$ cat src/rtl/compute_job_dispatcher.sv
// rtl/compute_job_dispatcher.sv - queued matrix-job launcher with BRAM read arbitration, job timing, watchdog and abort
module compute_job_dispatcher #(
    parameter int          ADDR_WIDTH     = 14,
    parameter int          QUEUE_DEPTH    = 4,
    parameter int          OP_WIDTH       = 3,
    parameter int          ID_WIDTH       = 3,
    parameter int          SCALAR_WIDTH   = 32,
    parameter int          CNT_WIDTH      = 32,
    parameter int unsigned TIMEOUT_CYCLES = 1000000
) (
    input  logic                               clk,
    input  logic                               rst_n,
    input  logic                               abort,
    input  logic                               req_valid,
    output logic                               req_ready,
    input  logic [OP_WIDTH-1:0]                req_op,
    input  logic [ID_WIDTH-1:0]                req_matrix_a,
    input  logic [ID_WIDTH-1:0]                req_matrix_b,
    input  logic [SCALAR_WIDTH-1:0]            req_scalar,
    output logic                               exe_start,
    output logic [OP_WIDTH-1:0]                exe_op,
    output logic [ID_WIDTH-1:0]                exe_matrix_a,
    output logic [ID_WIDTH-1:0]                exe_matrix_b,
    output logic [SCALAR_WIDTH-1:0]            exe_scalar,
    input  logic                               exe_done,
    input  logic [ADDR_WIDTH-1:0]              sel_bram_addr,
    input  logic [ADDR_WIDTH-1:0]              exe_bram_addr,
    output logic [ADDR_WIDTH-1:0]              bram_rd_addr,
    output logic                               busy,
    output logic                               job_done,
    output logic                               job_timeout,
    output logic                               job_aborted,
    output logic [CNT_WIDTH-1:0]               last_cycles,
    output logic [OP_WIDTH-1:0]                last_op,
    output logic [$clog2(QUEUE_DEPTH+1)-1:0]   queue_count,
    output logic [15:0]                        jobs_completed
);

    localparam int PW = $clog2(QUEUE_DEPTH);
    localparam int CW = $clog2(QUEUE_DEPTH + 1);
    localparam int EW = OP_WIDTH + 2 * ID_WIDTH + SCALAR_WIDTH;
    localparam logic [CNT_WIDTH-1:0] TIMEOUT_VAL = CNT_WIDTH'(TIMEOUT_CYCLES);

    typedef enum logic [1:0] {
        S_IDLE,
        S_LAUNCH,
        S_RUN
    } state_t;

    state_t                 state;
    state_t                 state_nxt;
    logic [EW-1:0]          fifo_mem [QUEUE_DEPTH];
    logic [PW-1:0]          wr_ptr;
    logic [PW-1:0]          rd_ptr;
    logic [CNT_WIDTH-1:0]   cycle_cnt;
    logic [CNT_WIDTH-1:0]   cycle_inc;
    logic                   push;
    logic                   pop;
    logic                   done_hit;
    logic                   wdog_hit;

    // Acceptance looks only at the registered count, so a same-cycle pop never frees a slot.
    assign req_ready = (queue_count < CW'(QUEUE_DEPTH)) && !abort;
    assign push      = req_valid && req_ready;
    assign pop       = (state == S_IDLE) && (queue_count != '0) && !abort;
    assign cycle_inc = cycle_cnt + CNT_WIDTH'(1);
    assign done_hit  = (state == S_RUN) && exe_done && !abort;
    assign wdog_hit  = (TIMEOUT_CYCLES != 0) && (state == S_RUN) && !exe_done && !abort
                       && (cycle_inc == TIMEOUT_VAL);

    assign exe_start    = (state == S_LAUNCH);
    assign bram_rd_addr = (state == S_IDLE) ? sel_bram_addr : exe_bram_addr;
    assign busy         = (state != S_IDLE) || (queue_count != '0);

    always_ff @(posedge clk or negedge rst_n) begin
        if (!rst_n) begin
            state <= S_IDLE;
        end else begin
            state <= state_nxt;
        end
    end

    always_comb begin
        state_nxt = state;
        if (abort) begin
            state_nxt = S_IDLE;
        end else begin
            case (state)
                S_IDLE:   if (queue_count != '0) state_nxt = S_LAUNCH;
                S_LAUNCH: state_nxt = S_RUN;
                S_RUN:    if (done_hit || wdog_hit) state_nxt = S_IDLE;
                default:  state_nxt = S_IDLE;
            endcase
        end
    end

    always_ff @(posedge clk) begin
        if (push) begin
            fifo_mem[wr_ptr] <= {req_op, req_matrix_a, req_matrix_b, req_scalar};
        end
    end

    always_ff @(posedge clk or negedge rst_n) begin
        if (!rst_n) begin
            wr_ptr      <= '0;
            rd_ptr      <= '0;
            queue_count <= '0;
        end else if (abort) begin
            wr_ptr      <= '0;
            rd_ptr      <= '0;
            queue_count <= '0;
        end else begin
            if (push) wr_ptr <= wr_ptr + PW'(1);
            if (pop)  rd_ptr <= rd_ptr + PW'(1);
            queue_count <= queue_count + CW'(push) - CW'(pop);
        end
    end

    always_ff @(posedge clk or negedge rst_n) begin
        if (!rst_n) begin
            exe_op         <= '0;
            exe_matrix_a   <= '0;
            exe_matrix_b   <= '0;
            exe_scalar     <= '0;
            cycle_cnt      <= '0;
            last_cycles    <= '0;
            last_op        <= '0;
            jobs_completed <= '0;
            job_done       <= 1'b0;
            job_timeout    <= 1'b0;
            job_aborted    <= 1'b0;
        end else begin
            job_done    <= done_hit;
            job_timeout <= wdog_hit;
            job_aborted <= abort && (state != S_IDLE);

            if (abort || state == S_LAUNCH) begin
                cycle_cnt <= '0;
            end else if (state == S_RUN) begin
                cycle_cnt <= cycle_inc;
            end

            if (pop) begin
                {exe_op, exe_matrix_a, exe_matrix_b, exe_scalar} <= fifo_mem[rd_ptr];
            end

            // Done outranks a watchdog expiry landing in the same cycle.
            if (done_hit) begin
                last_cycles <= cycle_inc;
                last_op     <= exe_op;
                if (jobs_completed != 16'hFFFF) begin
                    jobs_completed <= jobs_completed + 16'd1;
                end
            end else if (wdog_hit) begin
                last_cycles <= TIMEOUT_VAL;
                last_op     <= exe_op;
            end
        end
    end

endmodule

$ cat config.mk
export PLATFORM = sky130hd
export DESIGN_NAME = compute_job_dispatcher
export DESIGN_NICKNAME = d
export VERILOG_FILES = /design/src/rtl/compute_job_dispatcher.sv
export SDC_FILE = /design/constraint.sdc
export NUM_CORES = 1
export LEC_CHECK = 0
export CORE_AREA = 3 3 184 186
export DETAILED_ROUTE_END_ITERATION = 8
export DIE_AREA = 0 0 187 189
export PLACE_DENSITY = 0.64
export SLEW_MARGIN = 10
export SYNTH_ARGS = -nofsm -noshare
export SYNTH_HDL_FRONTEND = slang
export SYNTH_SLANG_ARGS = --single-unit
$ cat constraint.sdc
create_clock -name clk -period 2.6 [get_ports clk]
set_input_delay 0.52 -clock clk [delete_from_list [all_inputs] [get_ports clk]]
set_output_delay 0.52 -clock clk [all_outputs]
set_load 0.05 [all_outputs]
Word-level counts from Yosys, hierarchy flattened. Memories as Yosys holds them, arrays and structs flattened. A register that Yosys moved wholly into a read port is not among the register bits. Cells that the tools add are included.

Output and inout port bits: 115. Memories: 1. Latch bits: 0. Input bits: 74. Logic and storage cells: 68. Register bits after elaboration: 95. Memory bits (writable): 164. ROM bits: 0.

Order comparisons: 1. Shift-type cells: 0. Bitwise logic cells: 0. Muxes and demuxes: 18. Eq/ne operators: 6. Add/subtract/negate cells: 6. Reduce and logical (&&, ||, !) cells: 25. Div/mod/pow operators: 0. $mul: 0.

Memories: fifo_mem (words 4, width 41, rd ports 1, clocked after memory_dff 1, write ports 1, line 52) `logic [EW-1:0] fifo_mem [QUEUE_DEPTH];`.

Operator list (count): two-way mux 32 bit (4); adder 32 x 1 -> 32 bit (second input constant) (1); equality test 32 x 20 -> 1 bit (second input constant) (1); adder 16 x 1 -> 16 bit (second input constant) (1); inequality test 16 bit (second input constant) (1); two-way mux 14 bit (1); two-way mux 2 bit (7); logical AND 1 bit (10); nonzero test 2 bit (5); two-way mux 3 bit (3); inequality test 3 x 2 -> 1 bit (second input constant) (2); case mux 2 bit (3 select lines) (1); adder 2 x 1 -> 2 bit (second input constant) (2); AND reduction 2 bit (2); adder 3 x 1 -> 3 bit (1); logical NOT 1 bit (3); logical OR 1 bit (3); < comparator 3 bit (second input constant) (1); nonzero test 3 bit (1); subtractor 3 x 1 -> 3 bit (1); equality test 2 x 1 -> 1 bit (second input constant) (1); equality test 2 bit (second input constant) (1); logical NOT 2 bit (1); two-way mux 1 bit (2).

Depth between registers and ports, before layout.
Depth in word-level cells: 8. Depth in mapped cells: 11. Mapped depth without buffers: 9.

Least setup slack after synthesis. Ideal clock, no wire load.

Path type: input-to-reg. Start: in abort. End: mem fifo_mem[2][0] (netlist name), enable pin. Data arrival time: 2605 ps. Data required time: 2197 ps. Setup time: 403 ps. Cell stages on the path: 3. Path slack: -408 ps. Buffers on the path: 1. Cell sequence: clkbuf_1 > nor2_1 > and3_1.

Cells in the longest elaborated chain, start to end: 5.

Ends and longest elaborated chain: start, declared (line 13) `input logic abort,`; logical NOT 1 bit (line 63) `assign req_ready = (queue_count < CW'(QUEUE_DEPTH)) && !abort;`; logical AND 1 bit (line 63); net req_ready (line 15) `output logic req_ready,`; logical AND 1 bit (line 64) `assign push = req_valid && req_ready;`; two-way mux 1 bit (line 98) `if (push) begin`; two-way mux 1 bit (not written as such) (line 99) `fifo_mem[wr_ptr] <= {req_op, req_matrix_a, req_matrix_b, req_scalar};`; end, declared (line 52).

The timed path passes the listed nets, and every way through them passes these cells.

Worst setup path after layout.
Start: reg cycle_cnt[22]. End: reg last_cycles[27].

Cells in the longest elaborated chain, start to end: 4. Elaborated cells on any way between the ends: 5. Those cells by class: add/sub: 1; eq/ne: 1; mux: 1; reduce/logical: 2.

Ends and longest elaborated chain: start, declared (line 55) `logic [CNT_WIDTH-1:0] cycle_cnt;`; start signal, assigned (line 140) `cycle_cnt <= cycle_inc;`; adder 32 x 1 -> 32 bit * (line 66) `assign cycle_inc = cycle_cnt + CNT_WIDTH'(1);`; equality test 32 x 20 -> 1 bit (line 69) `&& (cycle_inc == TIMEOUT_VAL);`; logical AND 1 bit (line 69); nonzero test 2 bit (no source line); end signal, assigned (line 149) `last_cycles <= cycle_inc;`; end, declared (line 33) `output logic [CNT_WIDTH-1:0] last_cycles,`.

Mark *: on every way between the ends. The rest lies on a longest branch, timed or not. A chain may end at the register's enable or synchronous reset.

==> flow_summary.html <==
<table>
<tr><th>Metric</th><th>Value</th></tr>
<tr><th colspan="2">CTS</th></tr>
<tr><td>H-Tree Level Count</td><td>1</td></tr>
<tr><td>Clock tree root driver cell</td><td>sky130_fd_sc_hd__clkbuf_16</td></tr>
<tr><td>CTS tree</td><td>built</td></tr>
<tr><td>Clk_lat worst skew</td><td>0.58 ns</td></tr>
<tr><td>CTS Buf Count</td><td>31</td></tr>
<tr><td>Maximum clock insertion buffer count</td><td>3</td></tr>
<tr><td>Clock edge transition at the registers on the reported setup and hold paths</td><td>0.06 ns</td></tr>
<tr><td>CTS sink count</td><td>300</td></tr>
<tr><th colspan="2">Yosys</th></tr>
<tr><td>Dominant cells by area after synthesis</td><td>sky130_fd_sc_hd__edfxtp_1 38%, sky130_fd_sc_hd__dfrtp_1 27%, sky130_fd_sc_hd__mux4_2 7.2%, sky130_fd_sc_hd__mux2_2 4.9%, sky130_fd_sc_hd__nand2_1 2.3%</td></tr>
<tr><td>Seq/Total Area, Yosys</td><td>0.649</td></tr>
<tr><td>Number of distinct library cells after synthesis</td><td>55</td></tr>
<tr><td>Number of enable flip-flop cells after synthesis</td><td>164</td></tr>
<tr><td>Synthesis-stage register bit count</td><td>300</td></tr>
<tr><td>Yosys warns</td><td>0</td></tr>
<tr><td>Dominant cell type by area after synthesis</td><td>sky130_fd_sc_hd__edfxtp_1</td></tr>
<tr><td>Fraction of registers with async set or reset after synthesis</td><td>0.453</td></tr>
<tr><td>Synth Instances</td><td>897</td></tr>
<tr><td>Post-synthesis instance area</td><td>12800 um2</td></tr>
<tr><td>Synthesized net count</td><td>980</td></tr>
<tr><td>Share of the synthesized area in the top cell type</td><td>0.384</td></tr>
<tr><td>Most instantiated flip-flop cell in the synthesis netlist</td><td>sky130_fd_sc_hd__edfxtp_1</td></tr>
<tr><td>Synthesized area per cell</td><td>14.3 um2</td></tr>
<tr><th colspan="2">Die</th></tr>
<tr><td>Boundary Pins</td><td>189</td></tr>
<tr><td>Starting density of the core</td><td>0.395</td></tr>
<tr><td>Core Footprint</td><td>32500 um2</td></tr>
<tr><td>Floorplan die area</td><td>35300 um2</td></tr>
<tr><td>Floorplan row count</td><td>66</td></tr>
<tr><td>Vertical extent of the die</td><td>189 um</td></tr>
<tr><td>Horiz. Die Dim</td><td>187 um</td></tr>
<tr><th colspan="2">Global routing</th></tr>
<tr><td>Via count of the first global-routing pass</td><td>8740</td></tr>
<tr><td>Overflow left after global routing</td><td>0</td></tr>
<tr><td>Overall fraction of global-route tracks in use</td><td>0.172</td></tr>
<tr><td>Pin count of the biggest net entering global routing</td><td>52</td></tr>
<tr><td>Global-route wire length before repair</td><td>48.9 mm</td></tr>
<tr><td>Initial antenna violation count</td><td>2</td></tr>
<tr><th colspan="2">Run</th></tr>
<tr><td>Max-cap violation count</td><td>0</td></tr>
<tr><th colspan="2">Critical path</th></tr>
<tr><td>Startpoint of the most critical register-to-register path</td><td>cycle_cnt[22]</td></tr>
<tr><td>Worst Path Max Fanout</td><td>22</td></tr>
<tr><td>Total buffers and inverters traversed by the critical path</td><td>3</td></tr>
<tr><td>Top cell by count, worst path</td><td>sky130_fd_sc_hd__buf_4</td></tr>
<tr><td>Critical path startpoint category</td><td>register</td></tr>
<tr><td>Category of cells accounting for the largest share of critical-path delay</td><td>simple AND/OR/NAND/NOR gates</td></tr>
<tr><td>Stage delay of the slowest cell on the critical path</td><td>0.42 ns</td></tr>
<tr><td>Critical Path Source</td><td>cycle_cnt[22]</td></tr>
<tr><td>Critical path arrival</td><td>3.00 ns</td></tr>
<tr><td>Critical setup path kind</td><td>reg2reg</td></tr>
<tr><td>Crit path capture type</td><td>register</td></tr>
<tr><td>Data required time at the worst endpoint</td><td>3.02 ns</td></tr>
<tr><td>Critical-path top delay cell</td><td>sky130_fd_sc_hd__dfrtp_1</td></tr>
<tr><td>Worst-path cell chain</td><td>nor4_2, buf_4, nand3_4, a2111oi_4, buf_4, nand3_2, and4bb_2, and4_4, buf_12, o22ai_1</td></tr>
<tr><th colspan="2">Detailed routing</th></tr>
<tr><td>Detailed Routing Iterations Pass 1</td><td>5</td></tr>
<tr><td>Routed vias/inst</td><td>5.11</td></tr>
<tr><td>DRC violation total after the first TritonRoute iteration</td><td>510</td></tr>
<tr><td>Remaining antenna violation count</td><td>0</td></tr>
<tr><td>Met1 Routed Length</td><td>13.0 mm</td></tr>
<tr><td>Detailed-route via count</td><td>8476</td></tr>
<tr><td>Detailed-routed wire length on met2</td><td>15.3 mm</td></tr>
<tr><td>Total detailed-routing wirelength</td><td>31.0 mm</td></tr>
<tr><td>Average wire per standard cell</td><td>18.7 um</td></tr>
<tr><td>Residual DRC count</td><td>0</td></tr>
<tr><td>Uppermost routed layer</td><td>met5</td></tr>
<tr><td>DR WL met3</td><td>2.11 mm</td></tr>
<tr><th colspan="2">Place</th></tr>
<tr><td>Weighted congestion reported at the end of routability-driven placement</td><td>0.931</td></tr>
<tr><td>Placed standard-cell area</td><td>16000 um2</td></tr>
<tr><td>PortBufs</td><td>188</td></tr>
<tr><td>Half-perimeter wire length after placement</td><td>20.8 mm</td></tr>
<tr><td>Instance count after placement with tap cells included</td><td>1590</td></tr>
<tr><th colspan="2">Outcome</th></tr>
<tr><td>Run status</td><td>finished clean</td></tr>
<tr><th colspan="2">STA</th></tr>
<tr><td>Number of failing setup endpoints in the final timing report</td><td>0</td></tr>
<tr><td>Fmax</td><td>386 MHz</td></tr>
<tr><td>Setup repair after global routing missed its margin</td><td>yes</td></tr>
<tr><td>Final Hold Vio Count</td><td>0</td></tr>
<tr><td>Final clock period utilization by the worst path</td><td>0.995</td></tr>
<tr><td>Headroom to the max-slew limit</td><td>0.569</td></tr>
<tr><td>Minimum clock period</td><td>2.59 ns</td></tr>
<tr><td>Transition at the pin with the smallest max-transition slack</td><td>0.645 ns</td></tr>
<tr><td>Max-slew violation count</td><td>0</td></tr>
<tr><td>Post-Route Skew</td><td>0.0168 ns</td></tr>
<tr><td>Final hold slack</td><td>0.435 ns</td></tr>
<tr><th colspan="2">Final layout</th></tr>
<tr><td>Post-route cell area</td><td>17400 um2</td></tr>
<tr><td>Count of filler cells inserted in the layout</td><td>2724</td></tr>
<tr><td>Number of nets at the end of the flow</td><td>1275</td></tr>
<tr><td>P&amp;R area growth vs syn</td><td>35.6%</td></tr>
<tr><td>Fraction of final layout cells sized beyond drive strength 1</td><td>0.284</td></tr>
<tr><td>Non-filler instance count after layout</td><td>1660</td></tr>
<tr><th colspan="2">Power and ir drop</th></tr>
<tr><td>P per Cell Area</td><td>955 nW/um2</td></tr>
<tr><td>Worst IR drop on VDD</td><td>0.733 mV</td></tr>
<tr><td>Leakage</td><td>6.47 nW</td></tr>
<tr><th colspan="2">Worst hold path</th></tr>
<tr><td>Path class of the lowest-slack min-delay path</td><td>in2async</td></tr>
</table>
-- cells in the final DEF (no fill, tap or decap), types with 9 or more instances in the layout --
cell type,instances
sky130_fd_sc_hd__clkdlybuf4s50_1,170
sky130_fd_sc_hd__edfxtp_1,164
sky130_fd_sc_hd__buf_4,133
sky130_fd_sc_hd__dfrtp_1,126
sky130_fd_sc_hd__nand2_1,78
sky130_fd_sc_hd__mux2_2,56
sky130_fd_sc_hd__nor2_1,42
sky130_fd_sc_hd__mux4_2,41
sky130_fd_sc_hd__o21ai_0,34
sky130_fd_sc_hd__clkbuf_16,32
sky130_fd_sc_hd__xnor2_1,31
sky130_fd_sc_hd__o22ai_1,27
sky130_fd_sc_hd__nand3_1,25
sky130_fd_sc_hd__xor2_1,22
sky130_fd_sc_hd__nand4_1,18
sky130_fd_sc_hd__o31ai_1,16
sky130_fd_sc_hd__inv_1,13
sky130_fd_sc_hd__dfrtp_2,10
sky130_fd_sc_hd__buf_12,9
-- layout make-up --
class,instances,area [um2],share of cell area
multi-input cells,525,4380,0.252
repair buffers,321,3000,0.172
clock inverters,15,218,0.0125
inverters,13,48.8,0.00280
well taps,442,553,0.0318
clock buffers,43,861,0.0495
flip-flops and latches,300,8340,0.479
diodes,1,2.50,0.000144
-- timing repair --
action,CTS,global route
setup endpoints to repair,38,47
hold endpoints to repair,31,0
hold buffers,1,0
pin swaps,2,7
gates resized for setup,10,34
cloned,0,2
setup buffers,2,6
-- cells by family after synthesis --
| logic type | share of synthesized area |
|---|---|
| xor+xnor | 0.0362 |
| flops | 0.649 |
| compound gates | 0.0593 |
| mux | 0.123 |
| simple gates | 0.0990 |
| buf+inv | 0.0244 |
| fa+ha+maj | 0.00936 |
-- worst paths after layout --
| kind | depth (start not counted) | slack (ns) | endpoint |
|---|---|---|---|
| setup / recovery | 10 | 0.01 | last_cycles[27] |
| hold / removal | 2 | 0.43 | jobs_completed[12] |
| setup reg to reg | 10 | 0.01 | last_cycles[27] |
| hold reg to reg | 1 | 0.49 | jobs_completed[15] |
| max in group asynchronous | 3 | 1.47 | cycle_cnt[2] |
| min in group clk | 1 | 0.49 | jobs_completed[15] |
-- metal layers --
metal	vias to the layer above	GRT usage
li1	3977	-
met1	4244	0.221
met2	206	0.291
met3	47	0.0494
met4	2	0.0387
met5	-	0
-- through the flow --
step,setup TNS (ns),total power [mW],util,worst slack (ns)
floorplan,0,9.96,-,0.0367
global placement,-6.74,12.0,0.494,-0.208
detailed placement,-8.45,12.1,0.494,-0.260
CTS,0,16.8,0.529,0.00463
global route,-3.14,17.3,0.536,-0.136
finish,0,16.6,0.536,0.0126
-- cell usage after synthesis, drive strengths merged (3+ instances only) --
master,instances
edfxtp,164
o22ai,28
inv,13
o21ai,35
xnor2,31
mux2,56
nor4,11
nand2,79
o31ai,17
mux4,41
nor2b,5
or2,6
a31oi,6
a21oi,8
and2,5
or3,4
nand2b,5
and3,13
o31a,7
o41ai,3
nor3,10
or4,3
nor3b,5
clkbuf,41
o211ai,3
dfrtp,136
ha,8
nor2,44
nand4,19
and4,5
a211oi,3
xor2,22
buf,18
nand3,30
-- state kept, by name, indices dropped and copies added (netlist names) --
signal,cells
exe_scalar,32
last_op,3
job_timeout,1
job_done,1
cycle_cnt,32
rd_ptr,2
jobs_completed,16
fifo_mem,164
queue_count,3
exe_op,3
wr_ptr,2
job_aborted,1
exe_matrix_b,3
state,2
last_cycles,32
exe_matrix_a,3
-- power breakdown --
group / switching (mW) / internal, mW
Combinational: 3.53 / 2.32
Sequential: 0.405 / 5.70
Clock: 1.85 / 2.81
-- worst register-to-register path, stage by stage (launching register included) --
cell and delay (ns):
sky130_fd_sc_hd__dfrtp_1 0.42, sky130_fd_sc_hd__nor4_2 0.31, sky130_fd_sc_hd__buf_4 0.19, sky130_fd_sc_hd__nand3_4 0.08
sky130_fd_sc_hd__a2111oi_4 0.32, sky130_fd_sc_hd__buf_4 0.17, sky130_fd_sc_hd__nand3_2 0.06, sky130_fd_sc_hd__and4bb_2 0.30
sky130_fd_sc_hd__and4_4 0.30, sky130_fd_sc_hd__buf_12 0.17, sky130_fd_sc_hd__o22ai_1 0.11
No activity file was read; power rests on OpenSTA's default activity.
